`src/rtl/rsa_ctrl.sv`:
```
// ----------------------------------------------------------------------------
// rsa_ctrl : operand loader and launch/capture sequencer for rsa_unit.
// Optional RUN timeout enabled by defining RSA_CTRL_TIMEOUT_EN.  Rev 1.0
// ----------------------------------------------------------------------------
`default_nettype none

module rsa_ctrl #(
  parameter int WIDTH          = 8,
  parameter int TIMEOUT_CYCLES = 4096
) (
  input  logic             clk,
  input  logic             rst_n,
  input  logic             ena,
  input  logic             wr_valid,
  input  logic [1:0]       wr_sel,
  input  logic [WIDTH-1:0] wr_data,
  input  logic             start,
  output logic             busy,
  output logic             done,
  output logic             err,
  output logic [WIDTH-1:0] result,
  output logic [15:0]      run_cycles,
  output logic             rsa_en,
  output logic [WIDTH-1:0] rsa_P,
  output logic [WIDTH-1:0] rsa_E,
  output logic [WIDTH-1:0] rsa_M,
  output logic [WIDTH-1:0] rsa_Const,
  input  logic             rsa_eoc,
  input  logic [WIDTH-1:0] rsa_C
);

  typedef enum logic [1:0] {
    S_IDLE = 2'd0,
    S_ARM  = 2'd1,
    S_RUN  = 2'd2
  } state_t;

`ifdef RSA_CTRL_TIMEOUT_EN
  localparam logic [15:0] TMO_LIMIT = 16'(TIMEOUT_CYCLES);
`endif

  state_t           state_q, state_d;
  logic             busy_q, busy_d;
  logic             done_q, done_d;
  logic             err_q, err_d;
  logic             rsa_en_q, rsa_en_d;
  logic             eoc_q, eoc_d;
  logic [WIDTH-1:0] p_q, p_d;
  logic [WIDTH-1:0] e_q, e_d;
  logic [WIDTH-1:0] m_q, m_d;
  logic [WIDTH-1:0] const_q, const_d;
  logic [WIDTH-1:0] result_q, result_d;
  logic [15:0]      cnt_q, cnt_d;
  logic [15:0]      run_cycles_q, run_cycles_d;

  logic             eoc_rise;
  logic             wr_ok;
  logic [15:0]      cnt_inc;

  always_comb begin
    state_d      = state_q;
    busy_d       = busy_q;
    done_d       = done_q;
    err_d        = err_q;
    rsa_en_d     = rsa_en_q;
    eoc_d        = rsa_eoc;
    p_d          = p_q;
    e_d          = e_q;
    m_d          = m_q;
    const_d      = const_q;
    result_d     = result_q;
    cnt_d        = cnt_q;
    run_cycles_d = run_cycles_q;

    eoc_rise = rsa_eoc & ~eoc_q;
    cnt_inc  = (cnt_q == 16'hFFFF) ? cnt_q : cnt_q + 16'd1;
    wr_ok    = ena & wr_valid & (state_q == S_IDLE);

    // Operands only move while idle, so the core never sees them change mid-run.
    if (wr_ok) begin
      case (wr_sel)
        2'd0:    p_d     = wr_data;
        2'd1:    e_d     = wr_data;
        2'd2:    m_d     = wr_data;
        default: const_d = wr_data;
      endcase
    end

    if (!ena) begin
      state_d  = S_IDLE;
      busy_d   = 1'b0;
      rsa_en_d = 1'b0;
      done_d   = 1'b0;
    end else begin
      case (state_q)
        S_IDLE: begin
          if (start) begin
            state_d  = S_ARM;
            busy_d   = 1'b1;
            rsa_en_d = 1'b0;
            done_d   = 1'b0;
            err_d    = 1'b0;
            cnt_d    = 16'd0;
          end
        end
        S_ARM: begin
          state_d  = S_RUN;
          rsa_en_d = 1'b1;
        end
        S_RUN: begin
          cnt_d = cnt_inc;
          if (eoc_rise) begin
            result_d     = rsa_C;
            run_cycles_d = cnt_inc;
            done_d       = 1'b1;
            busy_d       = 1'b0;
            rsa_en_d     = 1'b0;
            state_d      = S_IDLE;
          end
`ifdef RSA_CTRL_TIMEOUT_EN
          else if (cnt_inc >= TMO_LIMIT) begin
            result_d     = '0;
            run_cycles_d = TMO_LIMIT;
            err_d        = 1'b1;
            done_d       = 1'b1;
            busy_d       = 1'b0;
            rsa_en_d     = 1'b0;
            state_d      = S_IDLE;
          end
`endif
        end
        default: begin
          state_d  = S_IDLE;
          busy_d   = 1'b0;
          rsa_en_d = 1'b0;
        end
      endcase
    end
  end

  always_ff @(posedge clk or negedge rst_n) begin
    if (!rst_n) begin
      state_q      <= S_IDLE;
      busy_q       <= 1'b0;
      done_q       <= 1'b0;
      err_q        <= 1'b0;
      rsa_en_q     <= 1'b0;
      eoc_q        <= 1'b0;
      p_q          <= '0;
      e_q          <= '0;
      m_q          <= '0;
      const_q      <= '0;
      result_q     <= '0;
      cnt_q        <= 16'd0;
      run_cycles_q <= 16'd0;
    end else begin
      state_q      <= state_d;
      busy_q       <= busy_d;
      done_q       <= done_d;
      err_q        <= err_d;
      rsa_en_q     <= rsa_en_d;
      eoc_q        <= eoc_d;
      p_q          <= p_d;
      e_q          <= e_d;
      m_q          <= m_d;
      const_q      <= const_d;
      result_q     <= result_d;
      cnt_q        <= cnt_d;
      run_cycles_q <= run_cycles_d;
    end
  end

  assign busy       = busy_q;
  assign done       = done_q;
  assign err        = err_q;
  assign rsa_en     = rsa_en_q;
  assign result     = result_q;
  assign run_cycles = run_cycles_q;
  assign rsa_P      = p_q;
  assign rsa_E      = e_q;
  assign rsa_M      = m_q;
  assign rsa_Const  = const_q;

endmodule

`default_nettype wire

```
`config.mk`:
```
export PLATFORM = sky130hd
export DESIGN_NAME = rsa_ctrl
export DESIGN_NICKNAME = d
export VERILOG_FILES = /design/src/rtl/rsa_ctrl.sv
export SDC_FILE = /design/constraint.sdc
export NUM_CORES = 1
export LEC_CHECK = 0
export BUFFER_PORTS_ARGS = -buffer_cell sky130_fd_sc_hd__buf_2
export CAP_MARGIN = 20
export CORE_UTILIZATION = 25
export DETAILED_ROUTE_END_ITERATION = 16
export GPL_TIMING_DRIVEN = 0
export PLACE_DENSITY = 0.55
export SYNTH_ARGS = -nofsm -noshare
export SYNTH_HDL_FRONTEND = slang
export SYNTH_SLANG_ARGS = --single-unit
```
`constraint.sdc`:
```
create_clock -name clk -period 2.73 [get_ports clk]
set_input_delay 0.273 -clock clk [delete_from_list [all_inputs] [get_ports clk]]
set_output_delay 0.273 -clock clk [all_outputs]
set_load 0.01 [all_outputs]
```
==> flow_summary.json <==
{
  "outcome": "finished clean",
  "leakage_nw": 2.11,
  "fmaxAchievable_ghz": 0.404,
  "drive_above_1_share_pct": 34.4,
  "rows": 43,
  "io_buffers": 82,
  "synth_edf_count": 0,
  "crit_type": "flop to flop",
  "grt_max_degree": 49,
  "postSynthAreaPerCell_um2": 10.8,
  "fillCellCount": 1401,
  "p_sw_share_pct": 28.5,
  "cts_made_buffers": 9,
  "insertion_delay_ps": 340,
  "drcViolationCount": 0,
  "core-area_um2": 13800,
  "hp-class": "primary input to flop",
  "finalSetupViolCount": 0,
  "area_growth_pct": 27.6,
  "viasPerCell": 4.81,
  "drtIter0Drc": 163,
  "pin_count": 84,
  "grt_setup_unrepaired": "no",
  "required_ps": 2990,
  "synth.top_cell.area_share_pct": 54.4,
  "p_seq_share_pct": 44.3,
  "slew_viol_final": 0,
  "vias": 2917,
  "die_w_um": 121,
  "start_util_pct": 25.6,
  "yosysMostFrequentCell": "dfrtp_1",
  "synth_warnings": 0,
  "skew_ps": 6.03,
  "period_needed_ps": 2470,
  "netlist_top_cells_count": "dfrtp_1 (77), nand2_1 (43), mux2_2 (32), a31oi_1 (18)",
  "worst_r2r_path_depth": 7,
  "cp-end-kind": "flop",
  "place_inst": 590,
  "hold_viol_final": 0,
  "period_share_pct": 90.6,
  "maxSlewHeadroom_pct": 41.2,
  "diodes": 0,
  "finalSetupTns_ps": 0,
  "grt_overflow": 0,
  "synth_ff_type": "dfrtp_1",
  "synthTopCellsByArea": "dfrtp_1 (54%), mux2_2 (10%), nand2_1 (4.6%), a31oi_1 (3.2%), o21ai_0 (2.3%)",
  "yosysSeqAreaShare_pct": 54.4,
  "pwr-share-comb_pct": 19.7,
  "fin_cells": 607,
  "internal_power_mw": 2.40,
  "clock_path_buffers": 2,
  "grt_use_total_pct": 13.0,
  "critPathLaunch": "cnt_q[0]",
  "htree_num_levels": 3,
  "postRouteAntennaNets": 0,
  "nets": 447,
  "routed_wl_um": 9140,
  "cts_tree": "done",
  "tightest_slew_ps": 879,
  "syn_nets": 352,
  "worstSetupStartpointType": "flop",
  "regToRegSetupSlack_ps": 260,
  "cts_sinks": 77,
  "synth-seq-cells": 77,
  "synth.cell_area_um2": 3540,
  "clkSlewWorstSetupHoldPaths_ps": 60,
  "r2r-end": "cnt_q[3]",
  "die_h_um": 121,
  "clockPowerShare_pct": 36.1,
  "power_density_nw_per_um2": 742,
  "hold_ws_ps": 76.1,
  "cp.arrival_ps": 2730,
  "place_hpwl_um": 6590,
  "power_switching_uw": 954,
  "wl_per_cell_um": 15.1,
  "grt_pass1_wl_um": 14500,
  "total_power_mw": 3.35,
  "synthCells": 327,
  "drtPass1Iterations": 4,
  "cp-endpoint": "cnt_q[3]",
  "place.gp.congestion": 0.834,
  "synth.distinct_cells": 55,
  "timing.rr.start": "cnt_q[0]",
  "die_area_um2": 14600,
  "cts_root_buf": "clkbuf_16",
  "ys_async_sr_fraction_pct": 100,
  "min_delay_path_depth": 1,
  "cp_max_fo": 10,
  "cap_violations": 0,
  "vdd_drop_max_uv": 265,
  "grt_pass1_vias": 2875,
  "yosys.area.top_type": "dfrtp_1",
  "antenna_found_initial": 0
}
metrics by stage:
step,utilization [%],worst slack (ps),instance area (um^2)
2_1_floorplan,-,696,3540
3_3_place_gp,30.2,344,4180
3_5_place_dp,30.4,305,4210
4_1_cts,32.7,276,4520
5_1_grt,32.7,44.7,4520
6_report,32.7,256,4520
critical path: stages (launching register included):
cell	delay, ps
dfrtp_1	470
ha_1	330
nand4_1	290
nor4_1	470
buf_2	280
buf_2	240
o21ai_0	120
a31oi_1	200
how the worst min path moves through the flow:
stage | startpoint | slack (ps) | end
floorplan | rst_n | -20 | busy
global placement | rsa_eoc | 410 | eoc_q
detailed placement | rst_n | 250 | run_cycles[14]
CTS | rsa_eoc | 60 | eoc_q
global route | rsa_eoc | 60 | eoc_q
finish | rsa_eoc | 80 | eoc_q
kinds of logic after synthesis:
family,synth area share [%]
buffers and inverters,3.57
AO/OA/AOI/OAI,13.4
XOR/XNOR,1.24
other,0.106
AND/OR/NAND/NOR,16.4
multiplexers,10.5
adder cells (fa/ha/maj),0.353
flip-flops,54.4
sequential cells by signal, indices dropped and copies added (netlist names):
register	count
busy	1
cnt_q	16
done	1
eoc_q	1
result	8
rsa_Const	8
rsa_E	8
rsa_M	8
rsa_P	8
rsa_en	1
run_cycles	16
state_q	1
per-layer routing:
layer	track usage [%]	wire (um)
met2	20.5	4300
met1	16.4	4150
met3	4.28	547
met4	5.32	135
met5	0	0
cell type report:
type	instances	area [um^2]	area share, %
inverter	9	33.8	0.748
clock buffer	10	229	5.07
sequential	77	1930	42.7
clock inverter	6	71.3	1.58
multi-input combinational	222	1490	32.9
timing repair buffer	84	450	9.98
buffer	19	92.6	2.05
tap	180	225	4.99
power by group through the flow:
stage / Sequential, mW / Clock (mW) / Combinational, mW
3_3_place_gp: 1.49 / 0 / 0.654
3_5_place_dp: 1.50 / 0 / 0.668
5_1_grt: 1.51 / 1.30 / 0.730
4_1_cts: 1.48 / 1.25 / 0.671
6_report: 1.48 / 1.21 / 0.659
2_1_floorplan: 1.60 / 0 / 0.233
cells in the final DEF, fill, tap and decap left out, types with 10 or more instances in the layout:
master,count
dfrtp_1,77
a21oi_1,10
nand3_1,11
nand2_1,43
mux2_2,32
a31oi_1,18
clkbuf_1,12
o21ai_0,16
nor2_1,16
buf_2,86
timing repair:
| action | in CTS | in global routing |
|---|---|---|
| resized for setup | 0 | 0 |
| buffers inserted | 0 | 0 |
| setup endpoints to repair | 0 | 0 |
| hold endpoints to repair | 29 | 0 |
| hold buffers | 1 | 0 |
Note: power is estimated with default switching activity, not from simulation.
